<file path="src/rtl/riscv_mem_req_queue.sv">
// Purpose: in-order request FIFO between the I$/D$ arbiter and memory, with an in-flight read cap and a registered response path.
// Latency: request 1 cycle minimum in->out (no bypass); response exactly 1 cycle.
// Backpressure: in_req_ready comes from occupancy only; a head read stalls while MAX_OUT reads are in flight; responses are never stalled.
//
// Ports:
//   clk, reset                      single clock, synchronous active-high reset
//   in_req_*  (valid/ready/rw/addr/tag)   arbitrated request in
//   out_req_* (valid/ready/rw/addr/tag)   request to memory, driven from the head entry
//   mem_resp_valid, mem_resp_tag    read response from memory
//   resp_valid, resp_tag            response re-timed by one register back to the arbiter
//   count                           FIFO occupancy
//   err                             sticky: response arrived with no read in flight

`ifndef MEM_ADDR_BITS
`define MEM_ADDR_BITS 32
`endif
`ifndef MEM_TAG_BITS
`define MEM_TAG_BITS 4
`endif

module riscv_mem_req_queue #(
  parameter int DEPTH   = 4,
  parameter int MAX_OUT = 8,
  parameter int ADDR_W  = `MEM_ADDR_BITS,
  parameter int TAG_W   = `MEM_TAG_BITS
) (
  input  logic                   clk,
  input  logic                   reset,
  input  logic                   in_req_valid,
  output logic                   in_req_ready,
  input  logic                   in_req_rw,
  input  logic [ADDR_W-1:0]      in_req_addr,
  input  logic [TAG_W-1:0]       in_req_tag,
  output logic                   out_req_valid,
  input  logic                   out_req_ready,
  output logic                   out_req_rw,
  output logic [ADDR_W-1:0]      out_req_addr,
  output logic [TAG_W-1:0]       out_req_tag,
  input  logic                   mem_resp_valid,
  input  logic [TAG_W-1:0]       mem_resp_tag,
  output logic                   resp_valid,
  output logic [TAG_W-1:0]       resp_tag,
  output logic [$clog2(DEPTH):0] count,
  output logic                   err
);

  localparam int PTR_W = $clog2(DEPTH);
  localparam int CNT_W = PTR_W + 1;
  localparam int OUT_W = $clog2(MAX_OUT + 1);

  typedef struct packed {
    logic              rw;
    logic [ADDR_W-1:0] addr;
    logic [TAG_W-1:0]  tag;
  } req_t;

  req_t             slots [DEPTH];
  req_t             head;
  logic [PTR_W-1:0] wr_ptr;
  logic [PTR_W-1:0] rd_ptr;
  logic [OUT_W-1:0] outstanding;
  logic             enq;
  logic             deq;
  logic             rd_issue;
  logic             cap_ok;

  // Ready is a pure function of registered state, so memory-side ready
  // never reaches back combinationally to the caches.
  assign in_req_ready = (count != CNT_W'(DEPTH)) & ~reset;
  assign enq          = in_req_valid & in_req_ready;

  assign head         = slots[rd_ptr];
  assign out_req_rw   = head.rw;
  assign out_req_addr = head.addr;
  assign out_req_tag  = head.tag;

  // Writes get no response, so only reads are held back by the cap.
  assign cap_ok        = outstanding < OUT_W'(MAX_OUT);
  assign out_req_valid = (count != '0) & (head.rw | cap_ok);
  assign deq           = out_req_valid & out_req_ready;
  assign rd_issue      = deq & ~head.rw;

  // Storage carries no reset; entries are only observed once count covers them.
  always_ff @(posedge clk) begin
    if (enq) begin
      slots[wr_ptr] <= '{rw: in_req_rw, addr: in_req_addr, tag: in_req_tag};
    end
  end

  always_ff @(posedge clk) begin
    if (reset) begin
      wr_ptr <= '0;
      rd_ptr <= '0;
      count  <= '0;
    end else begin
      if (enq) wr_ptr <= wr_ptr + PTR_W'(1);
      if (deq) rd_ptr <= rd_ptr + PTR_W'(1);
      if (enq && !deq)      count <= count + CNT_W'(1);
      else if (deq && !enq) count <= count - CNT_W'(1);
    end
  end

  // A response with nothing in flight (and no read issuing to cover it) is a
  // protocol error; the counter clamps at zero rather than wrapping.
  always_ff @(posedge clk) begin
    if (reset) begin
      outstanding <= '0;
      err         <= 1'b0;
    end else if (rd_issue && !mem_resp_valid) begin
      outstanding <= outstanding + OUT_W'(1);
    end else if (!rd_issue && mem_resp_valid) begin
      if (outstanding != '0) outstanding <= outstanding - OUT_W'(1);
      else                   err         <= 1'b1;
    end
  end

  always_ff @(posedge clk) begin
    if (reset) begin
      resp_valid <= 1'b0;
      resp_tag   <= '0;
    end else begin
      resp_valid <= mem_resp_valid;
      resp_tag   <= mem_resp_tag;
    end
  end

endmodule

</file>
<file path="config.mk">
export PLATFORM = sky130hd
export DESIGN_NAME = riscv_mem_req_queue
export DESIGN_NICKNAME = d
export VERILOG_FILES = /design/src/rtl/riscv_mem_req_queue.sv
export SDC_FILE = /design/constraint.sdc
export NUM_CORES = 1
export LEC_CHECK = 0
export BUFFER_PORTS_ARGS = -buffer_cell sky130_fd_sc_hd__buf_2
export CORE_ASPECT_RATIO = 1.5
export CORE_MARGIN = 10
export CORE_UTILIZATION = 40
export DETAILED_ROUTE_END_ITERATION = 10
export REMOVE_ABC_BUFFERS = 1
export SETUP_SLACK_MARGIN = 0.3
export SLEW_MARGIN = 15
export SYNTH_ARGS = -nofsm -noshare
export SYNTH_HDL_FRONTEND = slang
export SYNTH_SLANG_ARGS = --single-unit
</file>
<file path="constraint.sdc">
create_clock -name clk -period 3.9 [get_ports clk]
set_input_delay 0.78 -clock clk [delete_from_list [all_inputs] [get_ports clk]]
set_output_delay 0.78 -clock clk [all_outputs]
set_load 0.01 [all_outputs]
</file>
## Yosys cells after proc, flatten, opt, wreduce, memory -nomap -nowiden

Memory sizes are Yosys's and may differ from the RTL's. A register that Yosys moved wholly into a read port is not among the register bits.
Index checks and enable logic that the tools add are counted.

| word-level totals | value |
|---|---|
| flip-flop bits (word level) | 17 |
| bits in writable memories | 148 |
| input port bits | 46 |
| logic and storage cells | 50 |
| memories kept | 1 |

Memory list:

| memory | words | bits a word | read ports | clocked after Yosys merged registers in | wr ports | RTL line | source |
|---|---|---|---|---|---|---|---|
| slots | 4 | 37 | 1 | 1 | 1 | 57 | `req_t slots [DEPTH];` |

| operators by class | value |
|---|---|
| $add $sub $neg | 6 |
| order comparisons | 1 |
| equality and inequality tests | 1 |
| muxes and demuxes | 9 |
| bitwise logic cells | 10 |
| reductions and logical operators | 15 |

Operators with widths:

| kind | number |
|---|---|
| two-way mux 4 bit | 3 |
| two-way mux 3 bit | 2 |
| nonzero test 2 bit | 3 |
| bitwise AND 1 bit | 5 |
| adder 2 x 1 -> 2 bit (second input constant) | 2 |
| adder 4 x 1 -> 4 bit (second input constant) | 1 |
| logical AND 1 bit | 4 |
| zero test 1 bit | 4 |
| less-than comparator 4 bit (second input constant) | 1 |
| two-way mux 2 bit | 2 |
| NOT 1 bit | 4 |
| nonzero test 4 bit | 1 |
| subtractor 4 x 1 -> 4 bit (second input constant) | 1 |
| adder 3 x 1 -> 3 bit (second input constant) | 1 |
| != test 3 bit (second input constant) | 1 |
| AND reduction 3 bit | 1 |
| nonzero test 3 bit | 1 |
| subtractor 3 x 1 -> 3 bit (second input constant) | 1 |
| two-way mux 1 bit | 2 |
| AND reduction 2 bit | 1 |
| bitwise OR 1 bit | 1 |

## Logic depth before layout (Yosys ltp)

| logic depth | value |
|---|---|
| word-level depth | 9 |
| gate-level depth with buffers | 12 |
| gate-level depth less buffers | 11 |

## Worst setup path before layout

No wires, ideal clock.

| timing path | value |
|---|---|
| path kind | reg2reg |
| from | register (tool-made name) |
| to | register outstanding[3] |
| setup time | 0.120 ns |
| data arrival time | 2.451 ns |
| path slack | 1.329 ns |
| stages on the path, launching flop included | 13 |
| clock period less this slack | 2.571 ns |
| cells stage by stage | dfxtp_1 buf_6 mux4_2 inv_1 nand3_1 inv_1 ha_1 inv_1 ha_1 a21oi_1 a2111oi_0 a311oi_1 nand2_1 |

RTL lines:

| element | RTL line | source |
|---|---|---|
| end signal, assigned | 110 | `outstanding <= outstanding + OUT_W'(1);` |
| end signal, assigned | 112 | `if (outstanding != '0) outstanding <= outstanding - OUT_W'(1);` |
| end, declared | 61 | `logic [OUT_W-1:0] outstanding;` |

==> flow_summary.toml <==
[sta]
min_period_ps = 2937
hold_viol_final = 0
slew_viol_final = 0
setup_tns_ps = 0
fmax_mhz = 340.5
worst_pin_slew_ps = 707.9
finClkSkew_ps = 6.747
relSlewSlack_pct = 52.81
rsz0062_at_grt = "no"
period_share_pct = 75.30
setup_viol = 0
timing.hold.ws_ps = 494.3

[placement]
placed_cells = 589
gp_congestion = 0.7646
port_buffers = 93
dpl.hpwl_um = 7716

[detailed_routing]
drt_iter0_drc = 148
ant_nets = 0
route.detailed.drc = 0
wire_per_inst_um = 18.45
first_pass_iters = 4
num_vias = 3058
avgViaCountPerCell = 4.916
routed_wl_um = 11470

[global_routing]
grt_use_total_pct = 11.39
grt_pass1_wl_um = 18200
antenna_found_initial = 1
grt_max_degree = 37
grt_pass1_vias = 3428
gr-total-overflow = 0

[synth]
yosysWarnings = 0
synth_seq_cells = 167
synth_cells = 294
ys_seq_area_share_pct = 77.03
synth_area_sq_mm = 0.006264
syn_area_per_cell_sq_um = 21.30
ys_types = 33

[worst_setup_path]
path_cells = "buf_4 > mux4_1 > buf_2"
critPathKind = "register to primary output"
r2r_slack_ps = 1220
reg2reg_depth = 11
cp-start-kind = "register"
crit_fanout = 36
reg2reg_to = "outstanding[3]"
critPathTopFamily = "buffers and inverters"
slowest_delay_ps = 660
slowest_stage = "mux4_1"
worstPathRequired_ps = 3120
cp.depth = 3
r2r_start = "slots[3][36]"
critical_path.endpoint = "out_req_addr[31]"
path_buf_inv = 2
end_kind = "primary output"
crit_arrival_ps = 2160

[job]
drv_cap = 0

[pwr]
powerDensity_mw_per_mm2 = 634.8
total_power_mw = 4.817
swShare_pct = 26.35
ir_drop_uv = 367.3
power_frac_clock_pct = 32.4
combPwrFrac_pct = 23.0
leakagePower_nw = 2.635
switchingPower_mw = 1.269
seqPwrFrac_pct = 44.6
p_int_mw = 3.547

[cells_and_area]
fin_nets = 462
num-fill-cells = 1297
layout.cells.non_filler = 622
syn2layout_area_growth_pct = 21.13
post-route-util_pct = 49.00
final_layout_size_suffix_gt1_share_pct = 41.63

[clock_tree]
h-tree-depth = 4
ctsResizeCount = 0
cts_setup_buffers = 0
clkTransAtPathRegs_ps = 60
clk_path_buf_depth = 2
clock_latency_ps = 410
cts_tree = "built"
cts_hold_buf = 0
cts_made_buffers = 17
numClockSinks = 167
clockRootBuffer = "clkbuf_16"

[die]
dieWidth_um = 122.2
die_y_um = 173.3
die_area_sq_mm = 0.02117
core-area_sq_mm = 0.01548
rows = 56
start_util_pct = 40.45
io_pins = 94

[hold_path]
hp-class = "register to register"
whs_path_depth = 2

[run_status]
status = "completed"
-- cell families (layout without fill, tap and decap cells) --
| kind of cell | count (synthesis) | count (layout) | synth area share (%) |
|---|---|---|---|
| AOI/OAI and AO/OA | 19 | 19 | 2.158 |
| xor gates and xnor gates | 5 | 5 | 0.6993 |
| adders and majority gates | 11 | 11 | 2.437 |
| buffers and inverters | 20 | 144 | 1.398 |
| DFF | 167 | 167 | 77.03 |
| muxes | 39 | 39 | 13.68 |
| other | 0 | 1 | 0 |
| and+or+nand+nor | 33 | 33 | 2.597 |
-- flip-flops by register name, indices dropped and copies added, names as in the netlist, named ones only --
signal,cells
resp_valid,1
slots,148
outstanding,4
resp_tag,4
count,3
err,1
rd_ptr,2
wr_ptr,2
-- power by group through the flow --
stage	sequential [mW]	clock (mW)	combinational (mW)
after floorplan	2.27	0	0.645
after global placement	2.18	0	1.13
after detailed placement	2.18	0	1.14
after CTS	2.15	1.60	1.15
after global routing	2.16	1.68	1.24
final	2.15	1.56	1.11
-- worst min-delay path, delay by kind of cell (launching register included) --
family / cells / cell delay, ps
compound gates: 2 / 140
flops: 1 / 310
-- metal layers --
layer,track usage [%],up-vias,share of wire (%)
li1,-,1412,-
met1,11.57,1565,37
met2,20.48,70,56
met3,3.913,11,5.3
met4,4.581,0,1.5
met5,0,-,0
-- final cells by class --
class                           instances  area, sq um  area share [%]
Inverter                               10        37.54          0.4947
Multi-Input combinational cell        107         1356           17.88
Clock inverter                          9        65.06          0.8575
Tap cell                              203        254.0           3.348
Antenna cell                            1        2.502         0.03298
Clock buffer                           23        511.7           6.745
Timing Repair Buffer                  102        533.0           7.025
Sequential cell                       167         4827           63.62
-- cells in the final DEF, fill, tap and decap left out, types with 3 or more instances in the layout --
cell / instances
edfxtp_1: 148
buf_2: 93
mux4_2: 36
clkbuf_16: 20
dfxtp_1: 17
nor2_1: 11
inv_1: 10
ha_1: 9
buf_4: 9
a21oi_1: 7
and2_2: 4
nor3_1: 4
nand2_1: 4
nor2b_1: 4
clkinv_4: 4
xnor2_1: 3
o21ai_0: 3
clkbuf_1: 3
-- Yosys cell counts --
cell type    n  area [sq um]
edfxtp_1   148          4444
mux4_2      36         810.8
dfxtp_1     19         380.4
nor2_1      11         41.29
inv_1       10         37.54
ha_1         9         112.6
a21oi_1      7         35.03
and2_1       4         25.02
buf_2        4         20.02
nand2_1      4         15.01
nor2b_1      4         25.02
nor3_1       4         20.02
clkbuf_1     3         11.26
o21ai_0      3         15.01
xnor2_1      3         26.28
a2111oi_0    2         17.52
buf_1        2         7.510
fa_1         2         40.04
mux2i_1      2         20.02
nand3_1      2         10.01
or3_1        2         12.51
xor2_1       2         17.52
a211oi_1     1         7.510
a211oi_2     1         12.51
a311oi_1     1         8.760
a31oi_1      1         6.260
and3_1       1         6.260
buf_6        1         11.26
mux4_1       1         26.28
nor3b_1      1         7.510
o21ai_4      1         16.27
o31a_1       1         8.760
o31ai_1      1         7.510
-- worst min path at each step --
stage          startpoint  slack [ps]        to
2_1_floorplan   rd_ptr[1]         450  register
3_3_place_gp          err         450       err
3_5_place_dp          err         470       err
4_1_cts         rd_ptr[1]         490  register
5_1_grt         rd_ptr[1]         540  register
6_report        rd_ptr[1]         490  register
-- per-stage QoR --
step	setup slack [ps]	area (sq um)
after global routing	779.3	7585
final	963.4	7587
after CTS	874.2	7585
after global placement	1267	7008
after floorplan	-13.89	6213
after detailed placement	1149	7008
Power figures use the tool's default switching activity.
